==> config.mk <==
export PLATFORM = sky130hd
export DESIGN_NAME = data_memory
export DESIGN_NICKNAME = d
export VERILOG_FILES = /design/src/rtl/data_memory.sv
export SDC_FILE = /design/constraint.sdc
export NUM_CORES = 1
export LEC_CHECK = 0
export ABC_CLOCK_PERIOD_IN_PS = 2000
export CORE_MARGIN = 2
export CORE_UTILIZATION = 55
export CTS_BUF_LIST = sky130_fd_sc_hd__clkbuf_8
export DETAILED_ROUTE_END_ITERATION = 7
export GPL_TIMING_DRIVEN = 0
export PLACE_DENSITY_LB_ADDON = 0.2
export SLEW_MARGIN = 15
export SYNTH_ARGS = -nofsm -noshare
export SYNTH_HDL_FRONTEND = slang
export SYNTH_SLANG_ARGS = --single-unit
export TNS_END_PERCENT = 1
==> constraint.sdc <==
create_clock -name clk -period 2 [get_ports clk]
set_input_delay 0.3 -clock clk [delete_from_list [all_inputs] [get_ports clk]]
set_output_delay 0.3 -clock clk [all_outputs]
set_load 0.03 [all_outputs]
==> src/rtl/data_memory.sv <==
// data_memory: 32 x 16 single-port data RAM, sync write, async read.
// Optional DATA_MEMORY_REG_OUT_EN registers the read port (1-cycle latency).
module data_memory #(
   parameter int DATA_W = 16,
   parameter int ADDR_W = 5,
   parameter int DEPTH  = 2**ADDR_W
) (
   input  logic              clk,
   input  logic              rst_n,
   input  logic              mem_wr,
   input  logic [ADDR_W-1:0] mem_addr,
   input  logic [DATA_W-1:0] mem_d_in,
   output logic [DATA_W-1:0] mem_d_out
);

   logic [DATA_W-1:0] mem_q [DEPTH];
   logic [DATA_W-1:0] mem_d [DEPTH];
   logic [DATA_W-1:0] rd_word;

   // next array: one addressed word replaced on write, all others hold
   always_comb begin
      mem_d = mem_q;
      if (mem_wr) begin
         mem_d[mem_addr] = mem_d_in;
      end
   end

   // array state; async reset clears every word and blocks writes
   always_ff @(posedge clk or negedge rst_n) begin
      if (!rst_n) begin
         mem_q <= '{default: '0};
      end else begin
         mem_q <= mem_d;
      end
   end

   // current contents at the shared address (old data before a write edge)
   always_comb begin
      rd_word = mem_q[mem_addr];
   end

`ifdef DATA_MEMORY_REG_OUT_EN
   logic [DATA_W-1:0] rd_q;
   logic [DATA_W-1:0] rd_d;

   // output register captures pre-write contents each edge
   always_comb begin
      rd_d = rd_word;
   end

   // registered read port, cleared with the array
   always_ff @(posedge clk or negedge rst_n) begin
      if (!rst_n) begin
         rd_q <= '0;
      end else begin
         rd_q <= rd_d;
      end
   end

   assign mem_d_out = rd_q;
`else
   assign mem_d_out = rd_word;
`endif

endmodule

* After elaboration in Yosys (flattened, before gate mapping)
Cells that the tools add are included.
** Cells by class
- Multiplexer cells :: 6
- Reduce and logical (&&, ||, !) cells :: 1
- Magnitude comparators :: 2
- Bitwise operators :: 1
** Operators with widths (number)
- $bwmux 512 :: 1
- $bmux 16 s5 :: 1
- $demux 16 s5 :: 1
- $mux 16 :: 3
- $ge 6x6->1 const B :: 1
- $lt 6x1->1 const B :: 1
- $not 5->6 :: 1
- $logic_and 1x1->1 :: 1
** Storage, ports and cells
- Register bits :: 512
- Logic and storage cells :: 42

* Longest topological paths before layout
Gate-level depths: netlist (run 1).
- Depth in word-level cells :: 6
- Mapped depth :: 8
- Gate-level depth less buffers :: 4

* Least setup slack after synthesis (run 1)
No wires, ideal clock.
- Path kind :: input to output
- Start :: input port mem_addr[2]
- End :: output port mem_d_out[7]
- Stages :: 7
- Data required time :: 1.700 ns
- Buffers on the path :: 3
- Arrival :: 1.782 ns
- Path slack :: -0.082 ns
- Cell sequence :: buf_2 > or4b_2 > clkbuf_2 > buf_6 > o22ai_1 > nor4_1 > nand2_1
** On the way
- Word-level cells in the longest chain between the ends :: 4
** Ends and longest elaborated chain
- from (decl) :: line 11 : input logic [ADDR_W-1:0] mem_addr,
- $not 5->6 (not written as such) :: line 39 : rd_word = mem_q[mem_addr];
- $bmux 16 s5 :: line 39
- $mux 16 (not written as such) (2 in a row) :: line 39
- to (decl) :: line 13 : output logic [DATA_W-1:0] mem_d_out
Every way passes these cells. The select of a mux whose other input is x is not followed.

* Final worst setup path (run 1)
- Start :: input port mem_addr[1]
- End :: output port mem_d_out[1]
The elaborated chain is that of the path after synthesis.

==> summary.txt, run 1 <==
Global route
  – Pin count of the biggest net entering global routing: 113
  – Wire length of the first global-routing pass: 99700 µm
  – Met1 global-route usage: 40.6%
  – Vias in the first global route: 16.0k
  – GRT busiest layer: met2
  – Initial antenna violation count: 0
  – Met2 usage: 50.0%
  – Total GRT Usage: 30.5%
  – Grt ovf: 0
  – GR Util met3: 4.95%

Route
  – Routed WL: 66700 µm
  – DRC Markers: 0
  – Post-route ant nets: 0
  – Via count: 15.2k
  – Routed length per instance: 27.2 µm
  – Iter 0 DRT Violations: 1018
  – Vias per inst: 6.19
  – Drt pass-1 iters: 5

Clock tree
  – H-Tree Depth: 3
  – CTS tree: yes
  – Sink Count: 512
  – Root buffer cell: clkbuf_8
  – CTS max path bufs: 3
  – CTS Buf Count: 86
  – Worst skew pair latency: 0.64 ns
  – Clock slew at reported path FFs: 0.06 ns

STA
  – Final Cycle Share: 127%
  – Final Hold Viols: 93
  – Final-report setup violation count: 16
  – Worst hold slack: -0.362 ns
  – Crit path time final: 2.54 ns
  – Post-route worst setup slack: -0.544 ns
  – Setup total negative slack: -7.54 ns
  – Skew final: 0 ns
  – Max Clk Rate: 393 MHz
  – Worst slew pin tran: 0.753 ns
  – Final Max Slew Viols: 0
  – RSZ-0062 raised after global routing: true
  – Relative slew slack: 49.8%

Final layout
  – Top Registers: mem_q: 512 flops
  – Antenna Cells: 0
  – Largest register FFs: 512
  – Top reg by flops: mem_q
  – Layout cells sized above 1: 50.0%
  – Nets: 1863
  – Fillcell total: 3050
  – Final Cell Area: 28600 µm²
  – Area delta synth->final: 20.5%

Critical path
  – Crit-path slowest cell: nor4_2
  – Reg2reg path depth: 1
  – CP delay by family, top: buffers and inverters
  – Worst-path cell chain: buf_6 -> buf_12 -> buf_12 -> clkbuf_16 -> buf_16 -> mux2i_2 -> o22ai_1 -> nor4_2 -> nand2_1 -> buf_6
  – Setup CP Type: input port to output port
  – Worst Setup End Kind: output port
  – Crit path largest cell delay: 0.47 ns
  – Crit path DAT: 2.24 ns
  – Critical path depth: 10
  – Setup crit start kind: input port
  – Crit path buf inv count: 6
  – Critical Path RT: 1.70 ns
  – Crit Path Max Fanout: 9

Place
  – DP Area: 25000 µm²
  – Count of input and output buffers: 39
  – GPL Wtd Cong: 0.849
  – Dpl hpwl: 45700 µm

Yosys
  – Mapped Avg Cell Area: 14.2 µm²
  – Post-synthesis register bit count: 512
  – Async set-reset flop share out of synthesis: 100%
  – EDFF count, synth: 0
  – Post-synth cell types: 40
  – Gate Count Post-Synth: 1670
  – Post-synth net total: 1694
  – Post-synth top flop: dfrtp_1
  – Mapped Area: 23700 µm²
  – Yosys warning count: 0
  – Post-synthesis sequential area ratio: 54.0%

Die
  – Die H: 212 µm
  – Initial Utilization: 55.4%
  – Die ar.: 44800 µm²
  – I/O pin count: 40
  – Row cnt: 76
  – CORE AREA: 42800 µm²
  – Die Span X: 212 µm

Power
  – Peak supply drop: 0.000766 V
  – PD cells: 967 nW/µm²
  – Leakage power: 13.2 nW

Status
  – Failing checks: hold timing, setup timing
  – Status: finished, violations left

Worst hold path
  – Tightest Hold Check Type: input port to asynchronous set/reset pin

Run
  – Max Cap Viol: 0
## kinds of logic after synthesis
| family | Yosys count | synth area share [%] |
|---|---|---|
| buffers and inverters | 149 | 3.45 |
| DFF | 512 | 54.0 |
| muxes | 768 | 35.3 |
| AOI/OAI and AO/OA | 128 | 3.38 |
| and+or+nand+nor | 113 | 3.91 |
## what timing repair did
action	CTS	global route
pin swaps	28	27
setup buffers	23	17
setup endpoints to repair	77	27
endpoints found under the hold margin	93	93
gates resized for setup	375	53
gates cloned	5	1
## synth_stat cells, types with 2 or more instances
cell | count | share of area, %
nand4b_2 | 3 | 0.19
nand4bb_1 | 3 | 0.14
clkbuf_1 | 65 | 1.0
nor2_2 | 7 | 0.18
o22ai_1 | 128 | 3.4
dfrtp_1 | 512 | 54
buf_2 | 49 | 1.0
nand2_1 | 17 | 0.27
mux2_4 | 10 | 0.63
nor4_1 | 32 | 0.84
or4b_2 | 2 | 0.084
mux2_1 | 13 | 0.62
nor3b_4 | 3 | 0.24
buf_6 | 14 | 0.66
buf_4 | 17 | 0.54
or4bb_1 | 2 | 0.095
clkbuf_2 | 2 | 0.042
nand3_2 | 4 | 0.17
nand3b_4 | 2 | 0.17
nor2_4 | 6 | 0.28
or4b_1 | 2 | 0.084
mux2_2 | 489 | 23
nand2_2 | 12 | 0.32
mux2i_1 | 256 | 11
nor3_4 | 5 | 0.34
## worst paths after layout
path | from | end | slack, ns
setup reg to reg | mem_q[121] | mem_q[121] | 1.18
setup / recovery | mem_addr[1] | mem_d_out[1] | -0.54
hold reg to reg | mem_q[315] | mem_q[315] | 0.49
max in group asynchronous | rst_n | mem_q[310] | 0.41
min in group clk | mem_addr[1] | mem_q[49] | 0.33
hold / removal | rst_n | mem_q[113] | -0.36
## metrics by stage
step	utilization (%)	hold WS, ns	std cells	setup slack (ns)	power, mW
2_1_floorplan	-	0.00441	1670	-0.0103	16.5
3_3_place_gp	58.2	0.467	2255	-21.14	17.8
3_5_place_dp	58.4	0.367	2259	-2.43	18.1
4_1_cts	66.0	-0.336	2432	-0.517	27.6
5_1_grt	66.8	-0.311	2449	-0.533	28.9
6_report	66.8	-0.362	2449	-0.544	27.7
## per-layer routing
metal	wire length [µm]	part of all wire, %
met1	28200	42
met2	32500	49
met3	3440	5.1
met4	2500	3.7
met5	0	0
## layout by cell type, fill, tap and decap left out, types with 10 or more instances in the layout
master           Yosys  layout
nand2_2             12      24
dfrtp_1            512     512
mux2i_2              0      16
mux2_1              13      13
buf_6               14      41
nor4_4               0      15
buf_4               17      54
clkbuf_8             1     109
buf_2               49      15
o22ai_2              0      39
clkdlybuf4s50_1      0      16
nor4_1              32      10
mux2_2             489     489
buf_12               1      17
mux2i_1            256     226
inv_1                0      35
clkbuf_1            65      49
buf_8                0      14
mux2_4              10      10
o22ai_4              0      11
buf_16               0      10
o22ai_1            128      78
mux2i_4              0      14
## final cells by class
type / instances / area (µm²) / share of cell area (%)
Clock buffer: 104 / 1430 / 5.01
Multi-Input combinational cell: 1009 / 11100 / 38.8
Tap cell: 546 / 683 / 2.39
Buffer: 141 / 1330 / 4.63
Sequential cell: 512 / 12800 / 44.8
Timing Repair Buffer: 89 / 1010 / 3.54
Clock inverter: 48 / 225 / 0.788
## power by group
| group | switching, mW | internal [mW] |
|---|---|---|
| Clock | 4.26 | 4.70 |
| Sequential | 1.10 | 12.4 |
| Combinational | 2.40 | 2.80 |
| Total | 7.76 | 19.9 |
No activity file was read; power rests on OpenSTA's default activity.
==> run 2: changes to the inputs <==
--- a/config.mk
+++ b/config.mk
@@ -11,7 +11,7 @@
 export CTS_BUF_LIST = sky130_fd_sc_hd__clkbuf_8
 export DETAILED_ROUTE_END_ITERATION = 7
 export GPL_TIMING_DRIVEN = 0
-export PLACE_DENSITY_LB_ADDON = 0.2
+export PLACE_DENSITY = 0.74
 export SLEW_MARGIN = 15
 export SYNTH_ARGS = -nofsm -noshare
 export SYNTH_HDL_FRONTEND = slang
==> run 2 against run 1 <==
  * The flow finishes with violations (setup timing)
  * Design area grew 0.58%
  * Die area is the same
  * Wire length shrank 0.13%
  * Critical path depth shrank 1
  * Largest power group unchanged
==> summary.txt, run 2 (same netlist as run 1, synthesis figures left out) <==
Status
  – Status: finished, violations left (unchanged)
  – Failing checks: setup timing (was hold timing, setup timing)

Final layout
  – Final Cell Area: 28800 µm² (was 28600 µm²)
  – Most common cell after layout, fill and taps aside: dfrtp_1 (unchanged)
  – Multi-input gate area: 11100 µm² (about the same)
  – Largest register FFs: 512 (unchanged)
  – Layout cells sized above 1: 50.6% (was 50.0%)
  – Top Registers: mem_q: 512 flops (unchanged)
  – Reg area: 12800 µm² (unchanged)
  – Fillcell total: 2993 (was 3050)
  – Util after Layout: 67.2% (was 66.8%)
  – Nets: 1872 (was 1863)
  – Most frequent cells in the layout: dfrtp_1 (512), mux2_2 (489), mux2i_1 (222) (was dfrtp_1 (512), mux2_2 (489), mux2i_1 (226))
  – Antenna Cells: 0 (unchanged)
  – Top reg by flops: mem_q (unchanged)
  – Cell Count, Final, Fillers Out: 2454 (was 2449)
  – Area delta synth->final: 21.2% (was 20.5%)

STA
  – Setup total negative slack: -6.29 ns (was -7.54 ns)
  – Worst slew pin tran: 0.639 ns (was 0.753 ns)
  – Post-route worst setup slack: -0.427 ns (was -0.544 ns)
  – Final Hold Viols: 0 (was 93)
  – Final-report setup violation count: 16 (unchanged)
  – RSZ-0062 raised after global routing: true (unchanged)
  – Max Clk Rate: 412 MHz (was 393 MHz)
  – Final Cycle Share: 121% (was 127%)
  – Crit path time final: 2.43 ns (was 2.54 ns)
  – Relative slew slack: 57.4% (was 49.8%)
  – Skew final: 0 ns (unchanged)
  – Final Max Slew Viols: 0 (unchanged)

Die
  – Initial Utilization: 55.4% (unchanged)
  – Die Span X: 212 µm (unchanged)
  – Row cnt: 76 (unchanged)
  – CORE AREA: 42800 µm² (unchanged)
  – Die H: 212 µm (unchanged)
  – I/O pin count: 40 (unchanged)
  – Die ar.: 44800 µm² (unchanged)

Clock tree
  – CTS max path bufs: 3 (unchanged)
  – CTS Buf Count: 84 (was 86)
  – Root buffer cell: clkbuf_8 (unchanged)
  – CTS tree: yes (unchanged)
  – H-Tree Depth: 3 (unchanged)
  – Sink Count: 512 (unchanged)
  – Clock slew at reported path FFs: 0.06 ns (about the same)
  – Worst skew pair latency: 0.66 ns (was 0.64 ns)

Critical path
  – R2R Path End: mem_q[125] (was mem_q[121])
  – Worst Setup EP: mem_d_out[12] (was mem_d_out[1])
  – R2R Setup Slk: 1.11 ns (was 1.18 ns)
  – Reg2reg path depth: 2 (was 1)
  – CP startpoint: mem_addr[2] (was mem_addr[1])
  – Worst Setup End Kind: output port (unchanged)
  – Crit Reg-Reg Startpoint: mem_q[125] (was mem_q[121])
  – Critical Path RT: 1.70 ns (about the same)
  – Crit path DAT: 2.13 ns (was 2.24 ns)
  – Setup crit start kind: input port (unchanged)
  – Crit Path Max Fanout: 10 (was 9)
  – Setup CP Type: input port to output port (unchanged)

Place
  – DP Area: 25000 µm² (unchanged)
  – Placed Cells: 2259 (unchanged)
  – Dpl hpwl: 44900 µm (was 45700 µm)
  – Placement Setup Slack: -2.39 ns (was -2.43 ns)
  – Count of input and output buffers: 39 (unchanged)
  – GPL Wtd Cong: 0.888 (was 0.849)

Route
  – Vias per inst: 6.21 (was 6.19)
  – DRC Markers: 0 (unchanged)
  – Via count: 15.2k (about the same)
  – Iter 0 DRT Violations: 962 (was 1018)
  – Top Layer Used: met4 (unchanged)
  – Routed length per instance: 27.2 µm (about the same)
  – Met2 Wirelength: 31400 µm (was 32500 µm)
  – Drt pass-1 iters: 5 (unchanged)
  – Routed WL: 66600 µm (was 66700 µm)
  – Post-route ant nets: 0 (unchanged)
  – Met1 WL: 28500 µm (was 28200 µm)
  – Routed wl met3: 4230 µm (was 3440 µm)

Global route
  – Grt ovf: 0 (unchanged)
  – Wire length of the first global-routing pass: 100000 µm (was 99700 µm)
  – Initial antenna violation count: 0 (unchanged)
  – Total GRT Usage: 30.6% (was 30.5%)
  – Vias in the first global route: 16.1k (was 16.0k)
  – Pin count of the biggest net entering global routing: 111 (was 113)

Power
  – Leakage power: 13.3 nW (was 13.2 nW)
  – PD cells: 969 nW/µm² (was 967 nW/µm²)
  – Peak supply drop: 0.000719 V (was 0.000766 V)

Worst hold path
  – Tightest Hold Check Type: input port to asynchronous set/reset pin (unchanged)

Run
  – Max Cap Viol: 0 (unchanged)
## run 2: changes by cell type in the layout (fill, tap and decap cells not counted), sizes merged
cell / delta
clkinv: -5
inv: -3
clkbuf: +5
clkinvlp: -1
bufbuf: -1
buf: +9
dlygate4sd3: +1
dlymetal6s2s: -1
bufinv: +2
clkdlybuf4s50: +1
clkdlybuf4s15: -2
## run 2: worst max-delay path, cell delays in order
cell,delay [ns]
buf_2,0.13
buf_6,0.13
buf_4,0.13
or4_4,0.64
clkbuf_8,0.23
o22ai_1,0.22
nor4_2,0.08
nand2_2,0.12
buf_6,0.14
## run 2: worst min-delay path by stage
stage,slack [ns],cells past startpoint,to
floorplan,0.004,0,mem_q[0]
global placement,0.47,1,mem_q[318]
detailed placement,0.38,1,mem_q[113]
CTS,0.28,2,mem_q[84]
global route,0.23,2,mem_q[65]
finish,0.21,2,mem_q[33]
## run 2: what timing repair did
| item | CTS | global route |
|---|---|---|
| hold buffers | 1 | 0 |
| endpoints found under the hold margin | 90 | 0 |
| resized for setup | 405 | 45 |
| pin swaps | 39 | 23 |
| buffers inserted | 35 | 17 |
| endpoints found under the setup margin | 60 | 87 |
| cloned | 5 | 0 |
## run 2: through the flow
stage          hold WS, ns  power (mW)
2_1_floorplan      0.00441        16.5
3_3_place_gp         0.467        17.8
3_5_place_dp         0.376        18.1
4_1_cts              0.278        27.8
5_1_grt              0.226        29.0
6_report             0.210        27.9
## run 2: area by class of cell
type / count / share of cell area (%)
Timing Repair Buffer: 101 / 3.74
Sequential cell: 512 / 44.5
Clock buffer: 105 / 5.02
Tap cell: 546 / 2.38
Buffer: 140 / 4.83
Clock inverter: 41 / 0.814
Multi-Input combinational cell: 1009 / 38.7
## run 2: layer usage
| layer | vias to the layer above | track usage [%] |
|---|---|---|
| met5 | - | 0 |
| met4 | 0 | 11.8 |
| met3 | 155 | 6.20 |
| met2 | 504 | 49.0 |
| met1 | 8048 | 41.3 |
| li1 | 6531 | - |
## run 2: report_power, final
part | switching [mW] | internal (mW)
clock | 4.18 | 4.96
combinational | 2.40 | 2.83
sequential | 1.12 | 12.4
==> run 3: changes to the inputs <==
--- a/config.mk
+++ b/config.mk
@@ -12,7 +12,7 @@
 export DETAILED_ROUTE_END_ITERATION = 7
 export GPL_TIMING_DRIVEN = 0
 export PLACE_DENSITY = 0.74
-export SLEW_MARGIN = 15
+export SLEW_MARGIN = 40
 export SYNTH_ARGS = -nofsm -noshare
 export SYNTH_HDL_FRONTEND = slang
 export SYNTH_SLANG_ARGS = --single-unit
==> run 3 against run 2 <==
  * Flip-flop and latch count stayed put
  * Largest power group unchanged
  * Wire length hardly changed
  * Die area stayed put
  * Critical endpoint is now mem_d_out[2]
  * Final cell count is 0.57% lower
  * The flow finishes with violations (hold timing, setup timing)
  * Highest routed layer unchanged
  * Register-to-register slack better by 0.04 ns
==> summary.txt, run 3 (same netlist as run 1, synthesis figures left out) <==
Die
  – Die H: 212 µm (unchanged)
  – CORE AREA: 42800 µm² (unchanged)
  – Row cnt: 76 (unchanged)
  – Die Span X: 212 µm (unchanged)
  – I/O pin count: 40 (unchanged)
  – Die ar.: 44800 µm² (unchanged)
  – Initial Utilization: 55.4% (unchanged)

Place
  – Placement Setup Slack: -2.33 ns (was -2.39 ns)
  – Count of input and output buffers: 39 (unchanged)
  – Placed Cells: 2262 (was 2259)
  – GPL Wtd Cong: 0.888 (unchanged)
  – Dpl hpwl: 45100 µm (was 44900 µm)

STA
  – Relative slew slack: 55.9% (was 57.4%)
  – Final Hold Viols: 59 (was 0)
  – Skew final: 0 ns (unchanged)
  – Final Cycle Share: 123% (was 121%)
  – Worst hold slack: -0.216 ns (was 0.210 ns)
  – Final Max Slew Viols: 0 (unchanged)
  – Setup total negative slack: -6.51 ns (was -6.29 ns)
  – Post-route worst setup slack: -0.456 ns (was -0.427 ns)
  – Final-report setup violation count: 16 (unchanged)
  – Worst slew pin tran: 0.661 ns (was 0.639 ns)
  – RSZ-0062 raised after global routing: true (unchanged)
  – Max Clk Rate: 407 MHz (was 412 MHz)
  – Crit path time final: 2.46 ns (was 2.43 ns)

Clock tree
  – Worst skew pair latency: 0.65 ns (was 0.66 ns)
  – CTS tree: yes (unchanged)
  – Root buffer cell: clkbuf_8 (unchanged)
  – CTS Buf Count: 87 (was 84)
  – CTS max path bufs: 3 (unchanged)
  – H-Tree Depth: 3 (unchanged)
  – Clock slew at reported path FFs: 0.05 ns (was 0.06 ns)
  – Cts hold-fix bufs: 1 (unchanged)
  – Sink Count: 512 (unchanged)

Global route
  – Grt ovf: 0 (unchanged)
  – GRT busiest layer: met2 (unchanged)
  – Pin count of the biggest net entering global routing: 78 (was 111)
  – Total GRT Usage: 30.8% (was 30.6%)
  – GR Util met3: 6.22% (was 6.20%)
  – Wire length of the first global-routing pass: 101000 µm (was 100000 µm)
  – Met2 usage: 48.6% (was 49.0%)
  – Vias in the first global route: 16.1k (about the same)
  – Met1 global-route usage: 41.8% (was 41.3%)
  – Initial antenna violation count: 0 (unchanged)

Route
  – Routed length per instance: 27.3 µm (was 27.2 µm)
  – Drt pass-1 iters: 5 (unchanged)
  – Vias per inst: 6.26 (was 6.21)
  – Routed WL: 66600 µm (about the same)
  – Via count: 15.3k (was 15.2k)
  – Post-route ant nets: 0 (unchanged)
  – Iter 0 DRT Violations: 1007 (was 962)
  – DRC Markers: 0 (unchanged)

Power
  – PD cells: 973 nW/µm² (was 969 nW/µm²)
  – Leakage power: 13.2 nW (was 13.3 nW)
  – Peak supply drop: 0.000838 V (was 0.000719 V)
  – Final total power: 27.9 mW (about the same)

Status
  – Failing checks: hold timing, setup timing (was setup timing)
  – Status: finished, violations left (unchanged)

Final layout
  – Antenna Cells: 0 (unchanged)
  – Layout cells sized above 1: 49.8% (was 50.6%)
  – Nets: 1855 (was 1872)
  – Area delta synth->final: 20.8% (was 21.2%)
  – Top reg by flops: mem_q (unchanged)
  – Largest register FFs: 512 (unchanged)
  – Top Registers: mem_q: 512 flops (unchanged)
  – Most common cell after layout, fill and taps aside: dfrtp_1 (unchanged)
  – Most frequent cells in the layout: dfrtp_1 (512), mux2_2 (489), mux2i_1 (228) (was dfrtp_1 (512), mux2_2 (489), mux2i_1 (222))
  – Cell Count, Final, Fillers Out: 2440 (was 2454)

Run
  – Max Cap Viol: 0 (unchanged)

Worst hold path
  – Tightest Hold Check Type: input port to asynchronous set/reset pin (unchanged)

Critical path
  – Worst Setup End Kind: output port (unchanged)
  – Setup CP Type: input port to output port (unchanged)
  – Critical Path RT: 1.70 ns (about the same)
  – Setup crit start kind: input port (unchanged)
  – Crit path DAT: 2.16 ns (was 2.13 ns)
  – Crit Path Max Fanout: 10 (unchanged)
==> run 3: cell count changes in the layout (fill, tap and decap cells not counted), sizes merged <==
cell,change
clkbuf,+2
bufbuf,+1
clkdlybuf4s50,-1
inv,+2
clkdlybuf4s15,+2
clkinv,+2
clkinvlp,+2
dlygate4sd3,-1
dlymetal6s2s,+1
bufinv,-1
dlymetal6s4s,+1
buf,-24
==> run 3: where the power goes <==
group / internal [mW] / switching, mW / total [mW]
Sequential: 12.4 / 1.11 / 13.5
Combinational: 2.79 / 2.40 / 5.19
Clock: 4.92 / 4.28 / 9.19
==> run 3: timing repair <==
action / in CTS / in global routing
pin swaps: 43 / 14
endpoints found under the hold margin: 59 / 59
gates resized for setup: 397 / 26
endpoints found under the setup margin: 55 / 84
cloned: 7 / 0
buffers inserted: 27 / 0
==> run 3: worst max-delay path, cell delays in order <==
cell and delay (ns):
buf_4 0.11, buf_12 0.15, clkbuf_16 0.21, buf_6 0.25
mux2i_1 0.35, o22ai_1 0.15, nor4_1 0.26, nand2_1 0.17
buf_6 0.17
==> run 3: cell type report <==
| cell class | count | area (µm²) |
|---|---|---|
| fill | 3005 | 14100 |
| multi-input combinational | 1009 | 11100 |
| tap | 546 | 683 |
| buffer | 140 | 1310 |
| sequential | 512 | 12800 |
| clock inverter | 46 | 246 |
| clock buffer | 106 | 1460 |
| timing repair buffer | 81 | 1050 |
==> run 3: per-stage QoR <==
step                      utilization, %  area, µm²
after floorplan                        -      23800
after global placement              58.2      24900
after detailed placement            58.6      25100
after CTS                           66.7      28600
after global routing                67.0      28700
final                               67.0      28700
==> run 3: worst paths after layout <==
check | startpoint | to | slack (ns) | cells past startpoint
setup / recovery | mem_addr[1] | mem_d_out[2] | -0.46 | 9
setup reg to reg | mem_q[425] | mem_q[425] | 1.15 | 1
hold / removal | rst_n | mem_q[113] | -0.22 | 2
max in group asynchronous | rst_n | mem_q[234] | 0.50 | 6
min in group clk | mem_d_in[11] | mem_q[11] | 0.37 | 2
hold reg to reg | mem_q[88] | mem_q[88] | 0.48 | 1
==> run 3: per-layer routing <==
| metal | wire (µm) | vias up | share of wire [%] |
|---|---|---|---|
| li1 | - | 6509 | - |
| met1 | 28500 | 8102 | 43 |
| met2 | 31200 | 512 | 47 |
| met3 | 4170 | 160 | 6.3 |
| met4 | 2750 | 0 | 4.1 |
| met5 | 0 | - | 0 |
